File: config.mk
export PLATFORM = sky130hd
export DESIGN_NAME = vx_gbar_unit
export DESIGN_NICKNAME = d
export VERILOG_FILES = /design/src/rtl/vx_gbar_unit_pkg.sv /design/src/rtl/vx_gbar_unit.sv
export SDC_FILE = /design/constraint.sdc
export NUM_CORES = 1
export LEC_CHECK = 0
export BUFFER_PORTS_ARGS = -buffer_cell sky130_fd_sc_hd__buf_2
export CORE_ASPECT_RATIO = 1.25
export CORE_MARGIN = 4
export CORE_UTILIZATION = 40
export DETAILED_ROUTE_END_ITERATION = 10
export GPL_TIMING_DRIVEN = 0
export PLACE_DENSITY = 0.58
export SYNTH_ARGS = -nofsm -noshare
export SYNTH_HDL_FRONTEND = slang
export SYNTH_SLANG_ARGS = --single-unit
File: constraint.sdc
create_clock -name clk -period 8.9 [get_ports clk]
set_input_delay 0.445 -clock clk [delete_from_list [all_inputs] [get_ports clk]]
set_output_delay 0.445 -clock clk [all_outputs]
set_load 0.02 [all_outputs]
File: src/rtl/vx_gbar_unit_pkg.sv
// rtl/vx_gbar_unit_pkg.sv - global barrier bus field widths and barrier entry type
// Purpose: shared widths for the gbar request/response fields and the packed
//          per-barrier state record used by vx_gbar_unit.
// Ports:   none (package).
package vx_gbar_unit_pkg;

    // Rounds a zero-width field up to one bit.
    function automatic int gbar_up(input int x);
        return (x == 0) ? 1 : x;
    endfunction

    localparam int GBAR_NB_BITS      = 2;
    localparam int GBAR_NC_BITS      = 2;
    localparam int GBAR_NUM_BARRIERS = 1 << GBAR_NB_BITS;
    localparam int GBAR_NUM_CORES    = 4;

    localparam int GBAR_ID_W   = GBAR_NB_BITS;
    localparam int GBAR_CORE_W = gbar_up(GBAR_NC_BITS);
    // One extra bit so a full house of cores never wraps the counter.
    localparam int GBAR_CNT_W  = GBAR_CORE_W + 1;

    typedef struct packed {
        logic                      open;
        logic [GBAR_CORE_W-1:0]    size_m1;
        logic [GBAR_CNT_W-1:0]     count;
        logic [GBAR_NUM_CORES-1:0] mask;
    } gbar_entry_t;

endpackage

File: src/rtl/vx_gbar_unit.sv
// rtl/vx_gbar_unit.sv - global barrier slave: collects core arrivals, broadcasts releases
// Purpose: tracks per-barrier arrival state and pulses a one-cycle release
//          when the expected number of distinct cores has arrived.
// Ports:
//   clk, reset      clock, synchronous active-high reset
//   req_valid       arrival request valid (at most one per cycle)
//   req_id          barrier ID
//   req_size_m1     participating cores minus one
//   req_core_id     arriving core
//   req_ready       request accepted when req_valid && req_ready
//   rsp_valid       one-cycle release broadcast, no backpressure
//   rsp_id          released barrier ID
//   dup_err         one-cycle pulse: core arrived twice at an open barrier
//   size_err        one-cycle pulse: req_size_m1 differs from the latched size
module vx_gbar_unit
    import vx_gbar_unit_pkg::*;
#(
    parameter int NUM_BARRIERS = GBAR_NUM_BARRIERS,
    parameter int NUM_CORES    = GBAR_NUM_CORES
) (
    input  logic                   clk,
    input  logic                   reset,
    input  logic                   req_valid,
    input  logic [GBAR_ID_W-1:0]   req_id,
    input  logic [GBAR_CORE_W-1:0] req_size_m1,
    input  logic [GBAR_CORE_W-1:0] req_core_id,
    output logic                   req_ready,
    output logic                   rsp_valid,
    output logic [GBAR_ID_W-1:0]   rsp_id,
    output logic                   dup_err,
    output logic                   size_err
);

    gbar_entry_t entries [NUM_BARRIERS];

    gbar_entry_t cur;
    gbar_entry_t nxt;
    logic        accept;
    logic        release_hit;
    logic        dup_hit;
    logic        size_hit;

    assign accept = req_valid && req_ready;

    // Arrivals are serialized upstream, so one read-modify-write path on the
    // addressed entry is enough.
    always_comb begin
        cur         = entries[req_id];
        nxt         = cur;
        dup_hit     = 1'b0;
        size_hit    = 1'b0;
        release_hit = 1'b0;

        if (!cur.open) begin
            nxt.open               = 1'b1;
            nxt.size_m1            = req_size_m1;
            nxt.mask               = '0;
            nxt.mask[req_core_id]  = 1'b1;
            nxt.count              = GBAR_CNT_W'(1);
        end else begin
            // The first arrival's size stays authoritative; mismatches only flag.
            size_hit = (req_size_m1 != cur.size_m1);
            if (cur.mask[req_core_id]) begin
                dup_hit = 1'b1;
            end else begin
                nxt.mask[req_core_id] = 1'b1;
                nxt.count             = cur.count + GBAR_CNT_W'(1);
            end
        end

        // Uses the post-update count and the freshly latched size on first arrival.
        release_hit = !dup_hit &&
                      (nxt.count == ({1'b0, nxt.size_m1} + GBAR_CNT_W'(1)));
        if (release_hit) begin
            nxt = '0;
        end
    end

    always_ff @(posedge clk) begin
        if (reset) begin
            for (int i = 0; i < NUM_BARRIERS; i++) begin
                entries[i] <= '0;
            end
            req_ready <= 1'b0;
            rsp_valid <= 1'b0;
            rsp_id    <= '0;
            dup_err   <= 1'b0;
            size_err  <= 1'b0;
        end else begin
            req_ready <= 1'b1;
            rsp_valid <= 1'b0;
            dup_err   <= 1'b0;
            size_err  <= 1'b0;
            if (accept) begin
                entries[req_id] <= nxt;
                rsp_valid       <= release_hit;
                dup_err         <= dup_hit;
                size_err        <= size_hit;
                if (release_hit) begin
                    rsp_id <= req_id;
                end
            end
        end
    end

    // Out-of-range core IDs have no hardware meaning; catch them in simulation.
    always_ff @(posedge clk) begin
        if (!reset && accept) begin
            assert (int'(req_core_id) < NUM_CORES);
        end
    end

endmodule

==> results of run 1 <==
## routing by layer
layer,track usage [%],vias up
li1,-,761
met1,19.0,784
met2,27.4,36
met3,3.18,5
met4,6.04,0
met5,0,-
## cells in the final DEF, fill, tap and decap left out, types with 2 or more instances in the layout
| master | synthesis | routed |
|---|---|---|
| buf_2 | 5 | 16 |
| inv_1 | 6 | 6 |
| or2_1 | 2 | 2 |
| edfxtp_1 | 40 | 40 |
| or2_2 | 3 | 3 |
| mux4_2 | 10 | 10 |
| a32oi_1 | 2 | 2 |
| mux2_2 | 4 | 4 |
| buf_6 | 1 | 3 |
| dfxtp_1 | 6 | 6 |
| buf_4 | 1 | 3 |
| nor4_1 | 2 | 2 |
| o22ai_1 | 3 | 3 |
| mux2i_1 | 6 | 6 |
| a21oi_1 | 5 | 5 |
| clkbuf_8 | 0 | 5 |
| o21ai_1 | 0 | 4 |
| clkbuf_1 | 5 | 6 |
| a22oi_1 | 2 | 2 |
| clkinv_1 | 1 | 2 |
| nor3_1 | 27 | 27 |
| nand2_1 | 14 | 14 |
| o21ai_0 | 6 | 2 |
| nand2b_1 | 3 | 3 |
| nand3_1 | 2 | 2 |
| ha_1 | 2 | 2 |
| nor2_1 | 16 | 16 |
| xnor2_1 | 4 | 4 |
## worst register-to-register path: stages, from the launching register on
cell and delay, ns:
edfxtp_1 0.37, mux4_2 0.55, buf_1 0.30, mux2i_1 0.42, inv_1 0.09, ha_1 0.31, inv_1 0.07, nand3_1 0.08
o21ai_0 0.08, a21oi_1 0.12, o22ai_1 0.18, o31ai_2 0.34, buf_4 0.26, buf_6 0.18, nor2_1 0.06
## through the flow
| step | hold slack [ns] | cell area (um^2) | setup slack, ns |
|---|---|---|---|
| 2_1_floorplan | 0.521 | 2340 | 5.39 |
| 3_3_place_gp | 0.444 | 2470 | 4.83 |
| 3_5_place_dp | 0.452 | 2510 | 4.81 |
| 4_1_cts | 0.353 | 2590 | 5.11 |
| 5_1_grt | 0.361 | 2590 | 4.81 |
| 6_report | 0.360 | 2590 | 5.12 |
## where the power goes
part / internal, mW / switching (mW)
clock: 0.0541 / 0.0666
sequential: 0.244 / 0.00268
combinational: 0.0284 / 0.0457
total: 0.327 / 0.115
## flip-flops by register name (all words and copies together) (netlist names)
name	flops
size_err	1
dup_err	1
entries	40
rsp_id	2
req_ready	1
rsp_valid	1
## cell type report
class	instances	area, um^2
Timing Repair Buffer	15	92.6
Sequential cell	46	1320
Multi-Input combinational cell	124	920
Clock buffer	6	72.6
Clock inverter	2	8.76
Buffer	13	66.3
Inverter	8	30.0
Fill cell	542	2960
Tap cell	64	80.1
## cells by family (layout without fill, tap and decap cells)
group / after synthesis / in the layout
AO/OA/AOI/OAI: 23 / 23
XOR/XNOR: 4 / 4
adder cells (fa/ha/maj): 2 / 2
buffers and inverters: 21 / 44
flip-flops: 46 / 46
multiplexers: 20 / 20
AND/OR/NAND/NOR: 75 / 75
## worst max path at each step
| stage | endpoint | from |
|---|---|---|
| final | entries[3][3] | req_id[1] |
| after global routing | entries[3][8] | req_id[1] |
| after CTS | entries[3][3] | req_id[0] |
| after detailed placement | entries[3][2] | req_id[0] |
| after global placement | entries[3][3] | req_id[1] |
| after floorplan | entries[3][1] | req_id[0] |
==> metrics, run 1 <==
Pwr Density=171 nW/um^2; number of flops mapped to enable cells by yosys=40; Final TNS setup=0 ns; first-pass GRT wire length=8.27 mm; Initial Util=42.1%; Critical Path Stages=15; worst path bufs/invs=6; Peak supply drop=0.0704 mV; Final Util=46.6%; Worst Hold End=rsp_valid; share of cells above drive strength 1=23.4%; ys async rst share=0%; clk_skew=0.00608 ns; CP max stage cell=clkbuf_1; worst slew pin tran=0.665 ns; number of post-CTS setup repair buffers=0; PnR Total Power=0.442 mW; htree depth=2; Max Used Layer=met4; RR Startpoint=entries[3][9]; CTS max path bufs=2; CORE AREA=5560 um^2; FMAX=265 MHz; Yosys warning total=0; post-synthesis register bit count=46; via count=1586; Hold Fails Final Rpt=0; full die area=7140 um^2; synth top area cells=edfxtp_1 51%, mux4_2 9.6%, nor3_1 5.8%; Final nets=224; Synth Area in Simple Gates=16.1%; start point of the worst hold path=reset; gr usage total=15.7%; worst skew pair latency=0.29 ns; Worst Setup Start Kind=input pin; Syn Area/Cell=12.2 um^2; register area share after synthesis=56.5%; drt first-iter violations=112; syn nets=202; # port buffers=11; DRC=0; Total Wirelength=5.28 mm; flop-to-flop setup slack=5.23 ns; P&R area growth vs syn=10.9%; crit path DAT=3.82 ns; Post-DP HPWL=3.70 mm; grt ovf=0; boundary pin count=15; Top cell by count, worst path=inv_1; main combinational cell family by area after synthesis=simple AND/OR/NAND/NOR gates; Root Driver=clkbuf_8; Max Transition Viols Final=0; wire per inst=19.0 um; final antenna-violating net count=0; post-synthesis compound-gate area fraction=6.58%; Rel. slew slack=55.7%; die width=76.4 um; hold crit path type=in -> reg; # Max-Cap Violations=0; Setup crit end kind=flip-flop; GPL Wtd Cong=0.807; worst path cell trace=buf_2 -> clkbuf_1 -> mux4_2 -> mux2i_1 -> inv_1 -> ha_1 -> inv_1 -> nand3_1 -> o21ai_0 -> a21oi_1 -> o22ai_1 -> o31ai_2 -> buf_4 -> buf_6 -> nor2_1; most frequent cell after synthesis=edfxtp_1; row count=30; # hold bufs at CTS=0; CTS Buf Count=5; fin crit period=3.78 ns; Netlist cell types=39; Critical Path RT=8.94 ns; Main synth FF type=edfxtp_1; outcome=complete, no violations; cell family with most CP delay=buffers and inverters; fin crit share=42.4%; vias per cell=5.71; RSZ-0062 raised after global routing=false; Reg clk slew, reported paths=0.08 ns; FF-to-FF End=entries[3][3]; CTS Sinks=46; Worst Path Max Fanout=10; ANT cells=0; most frequent cells after synthesis=40 x edfxtp_1, 27 x nor3_1, 16 x nor2_1; Final setup viols=0; Setup Crit Path Kind=in -> reg; hold depth=2; leading area contributor after synthesis=edfxtp_1; max incr delay on CP=0.50 ns; die height=93.5 um; Mapped Area=2340 um^2; cts repair resizes=0; vias in the first global route=1526; routed wl met2=2.72 mm; Yosys top cell area share=51.4%; mux share of post-synthesis cell area=14.1%; adder-cell share of the synthesized area=1.07%; Pleak=0.919 nW; Register-to-Register Path Depth=14; met3 wire length=272 um; largest net degree at the start of global routing=14; Final Non-Filler Cells=278; DR pass1 iterations=4; Mapped Cells=191; CTS tree=yes; Metal-1 WL=2.21 mm; Placed Cells=270; XOR/XNOR Fraction of Synth Area=1.50%; initial antenna violation count=0
No activity file was read; power rests on OpenSTA's default activity.
==> inputs of run 2 (changes only) <==
--- a/config.mk
+++ b/config.mk
@@ -11,7 +11,7 @@
 export CORE_UTILIZATION = 40
 export DETAILED_ROUTE_END_ITERATION = 10
 export GPL_TIMING_DRIVEN = 0
-export PLACE_DENSITY = 0.58
+export PLACE_DENSITY = 0.61
 export SYNTH_ARGS = -nofsm -noshare
 export SYNTH_HDL_FRONTEND = slang
 export SYNTH_SLANG_ARGS = --single-unit
==> constraint.sdc (replaced) <==
create_clock -name clk -period 3.2 [get_ports clk]
set_input_delay 0.16 -clock clk [delete_from_list [all_inputs] [get_ports clk]]
set_output_delay 0.16 -clock clk [all_outputs]
set_load 0.02 [all_outputs]
==> run 2 against run 1 <==
Global-route usage grew 0.39 points. Worst hold slack lost 0.29 ns. Utilization grew 2.3 points. First-iteration DRC count shrank 27%. Wire length grew 2.5%. Critical endpoint is now entries[2][4].
==> metrics, run 2 (synthesis results as in run 1) <==
Top cell by count, worst path=buf_6 (was inv_1); CP max stage cell=mux4_2 (was clkbuf_1); FMAX=332 MHz; largest net degree at the start of global routing=16 (was 14); Critical Path RT=3.24 ns (was 8.94 ns); drt first-iter violations=82 (was 112); final antenna-violating net count=0 (unchanged); Post-DP HPWL=3.77 mm (was 3.70 mm); vias in the first global route=1647 (was 1526); fin crit period=3.01 ns; Worst Setup Start Kind=flip-flop (was input pin); Final nets=233 (was 224); post-route cell area=2720 um^2 (was 2590 um^2); PnR Total Power=1.28 mW (was 0.442 mW); worst slew pin tran=0.706 ns (was 0.665 ns); Root Driver=clkbuf_8 (unchanged); vias per cell=5.71 (about the same); start point of the worst hold path=reset (unchanged); gr usage total=16.1% (was 15.7%); ANT cells=0 (unchanged); die width=76.4 um (unchanged); Reg clk slew, reported paths=0.09 ns (was 0.08 ns); worst path bufs/invs=5 (was 6); initial antenna violation count=0 (unchanged); Worst Path Max Fanout=10 (unchanged); P&R area growth vs syn=16.4% (was 10.9%); Max Transition Viols Final=0 (unchanged); Reg with most FFs=entries (unchanged); # Max-Cap Violations=0 (unchanged); share of cells above drive strength 1=30.9% (was 23.4%); Final setup viols=0 (unchanged); commonest non-fill, non-tap cell in the layout=edfxtp_1 (unchanged); clk_skew=0.00301 ns (was 0.00608 ns); boundary pin count=15 (unchanged); Initial Util=42.1% (unchanged); DP Area=2520 um^2 (was 2510 um^2); post-route setup slack=0.186 ns (was 5.12 ns); worst setup path start=entries[3][9] (was req_id[1]); CTS Buf Count=5 (unchanged); Pwr Density=471 nW/um^2 (was 171 nW/um^2); outcome=complete, no violations (unchanged); dpl ws=-0.558 ns (was 4.81 ns); GPL Wtd Cong=0.839 (was 0.807); row count=30 (unchanged); DRC=0 (unchanged); Setup Crit Path Kind=reg -> reg (was in -> reg); die height=93.5 um (unchanged); worst skew pair latency=0.30 ns (was 0.29 ns); CTS max path bufs=2 (unchanged); Pleak=0.984 nW (was 0.919 nW); via count=1638 (was 1586); most frequent cells in the layout=40 x edfxtp_1, 25 x nor3_1, 16 x nor2_1, 14 x buf_2, 14 x nand2_1 (was 40 x edfxtp_1, 27 x nor3_1, 16 x buf_2, 16 x nor2_1, 14 x nand2_1); worst path cell trace=mux4_2 -> buf_6 -> mux2i_2 -> inv_1 -> ha_1 -> inv_2 -> nand3_1 -> o21ai_0 -> a21oi_1 -> o22ai_2 -> o31ai_4 -> buf_6 -> buf_4 -> nor3_1 (was buf_2 -> clkbuf_1 -> mux4_2 -> mux2i_1 -> inv_1 -> ha_1 -> inv_1 -> nand3_1 -> o21ai_0 -> a21oi_1 -> o22ai_1 -> o31ai_2 -> buf_4 -> buf_6 -> nor2_1); CORE AREA=5560 um^2 (unchanged); largest registers=entries x40, rsp_id x2 (unchanged); RR Startpoint=entries[3][9] (unchanged); Setup crit end kind=flip-flop (unchanged); CTS Sinks=46 (unchanged); fin crit share=94.2%; Peak supply drop=0.198 mV (was 0.0704 mV); max incr delay on CP=0.51 ns (was 0.50 ns); cell family with most CP delay=multiplexers (was buffers and inverters); Rel. slew slack=52.6% (was 55.7%); Total Wirelength=5.41 mm (was 5.28 mm); # hold bufs at CTS=0 (unchanged); Hold Worst Slack=0.0729 ns (was 0.360 ns); full die area=7140 um^2 (unchanged); max reg flops=40 (unchanged); htree depth=2 (unchanged); first-pass GRT wire length=8.51 mm (was 8.27 mm); hold crit path type=in -> reg (unchanged); Hold Fails Final Rpt=0 (unchanged); crit path DAT=3.05 ns (was 3.82 ns); grt ovf=0 (unchanged); CTS tree=yes (unchanged); # port buffers=11 (unchanged); wire per inst=18.8 um (was 19.0 um); DR pass1 iterations=4 (unchanged)
## run 2: report_power, final
group          internal (mW)  switching [mW]  total, mW
Sequential             0.680         0.00828      0.688
Clock                  0.154           0.205      0.358
Combinational         0.0992           0.136      0.236
Total                  0.933           0.349       1.28
## run 2: layer usage
layer / routed length, um / up-vias / track usage, % / share of wire (%)
met5: 0 / - / 0 / 0
met1: 2270 / 804 / 19.3 / 42
li1: - / 783 / - / -
met2: 2780 / 34 / 27.1 / 51
met4: 200 / 0 / 9.82 / 3.7
met3: 163 / 17 / 2.70 / 3.0
## run 2: what timing repair did
action                                  CTS  global route
pin swaps                                 1             2
endpoints found under the setup margin   42            39
setup buffers                             6             3
resized for setup                         6             8
## run 2: worst paths after layout
path / to / slack, ns / cells past startpoint
worst min register to register: rsp_id[0] / 0.46 / 2
worst min-delay path: rsp_valid / 0.07 / 2
worst max register to register: entries[2][4] / 0.19 / 14
worst max-delay path: entries[2][4] / 0.19 / 14
## run 2: cell type report
cell class              instances  area (um^2)
multi-input cells             124          952
plain buffers                  13         87.6
clock buffers                   5         68.8
flip-flops and latches         46         1320
fillers                       510         2830
well taps                      64         80.1
inverters                       8         30.0
repair buffers                 24          160
clock inverters                 3         21.3
## run 2: through the flow
stage | util, % | TNS [ns] | instances
after global routing | 49.0 | -0.0967 | 287
after global placement | 44.6 | -18.44 | 266
after CTS | 48.2 | 0 | 284
final | 49.0 | 0 | 287
after detailed placement | 45.3 | -18.71 | 270
after floorplan | - | 0 | 191
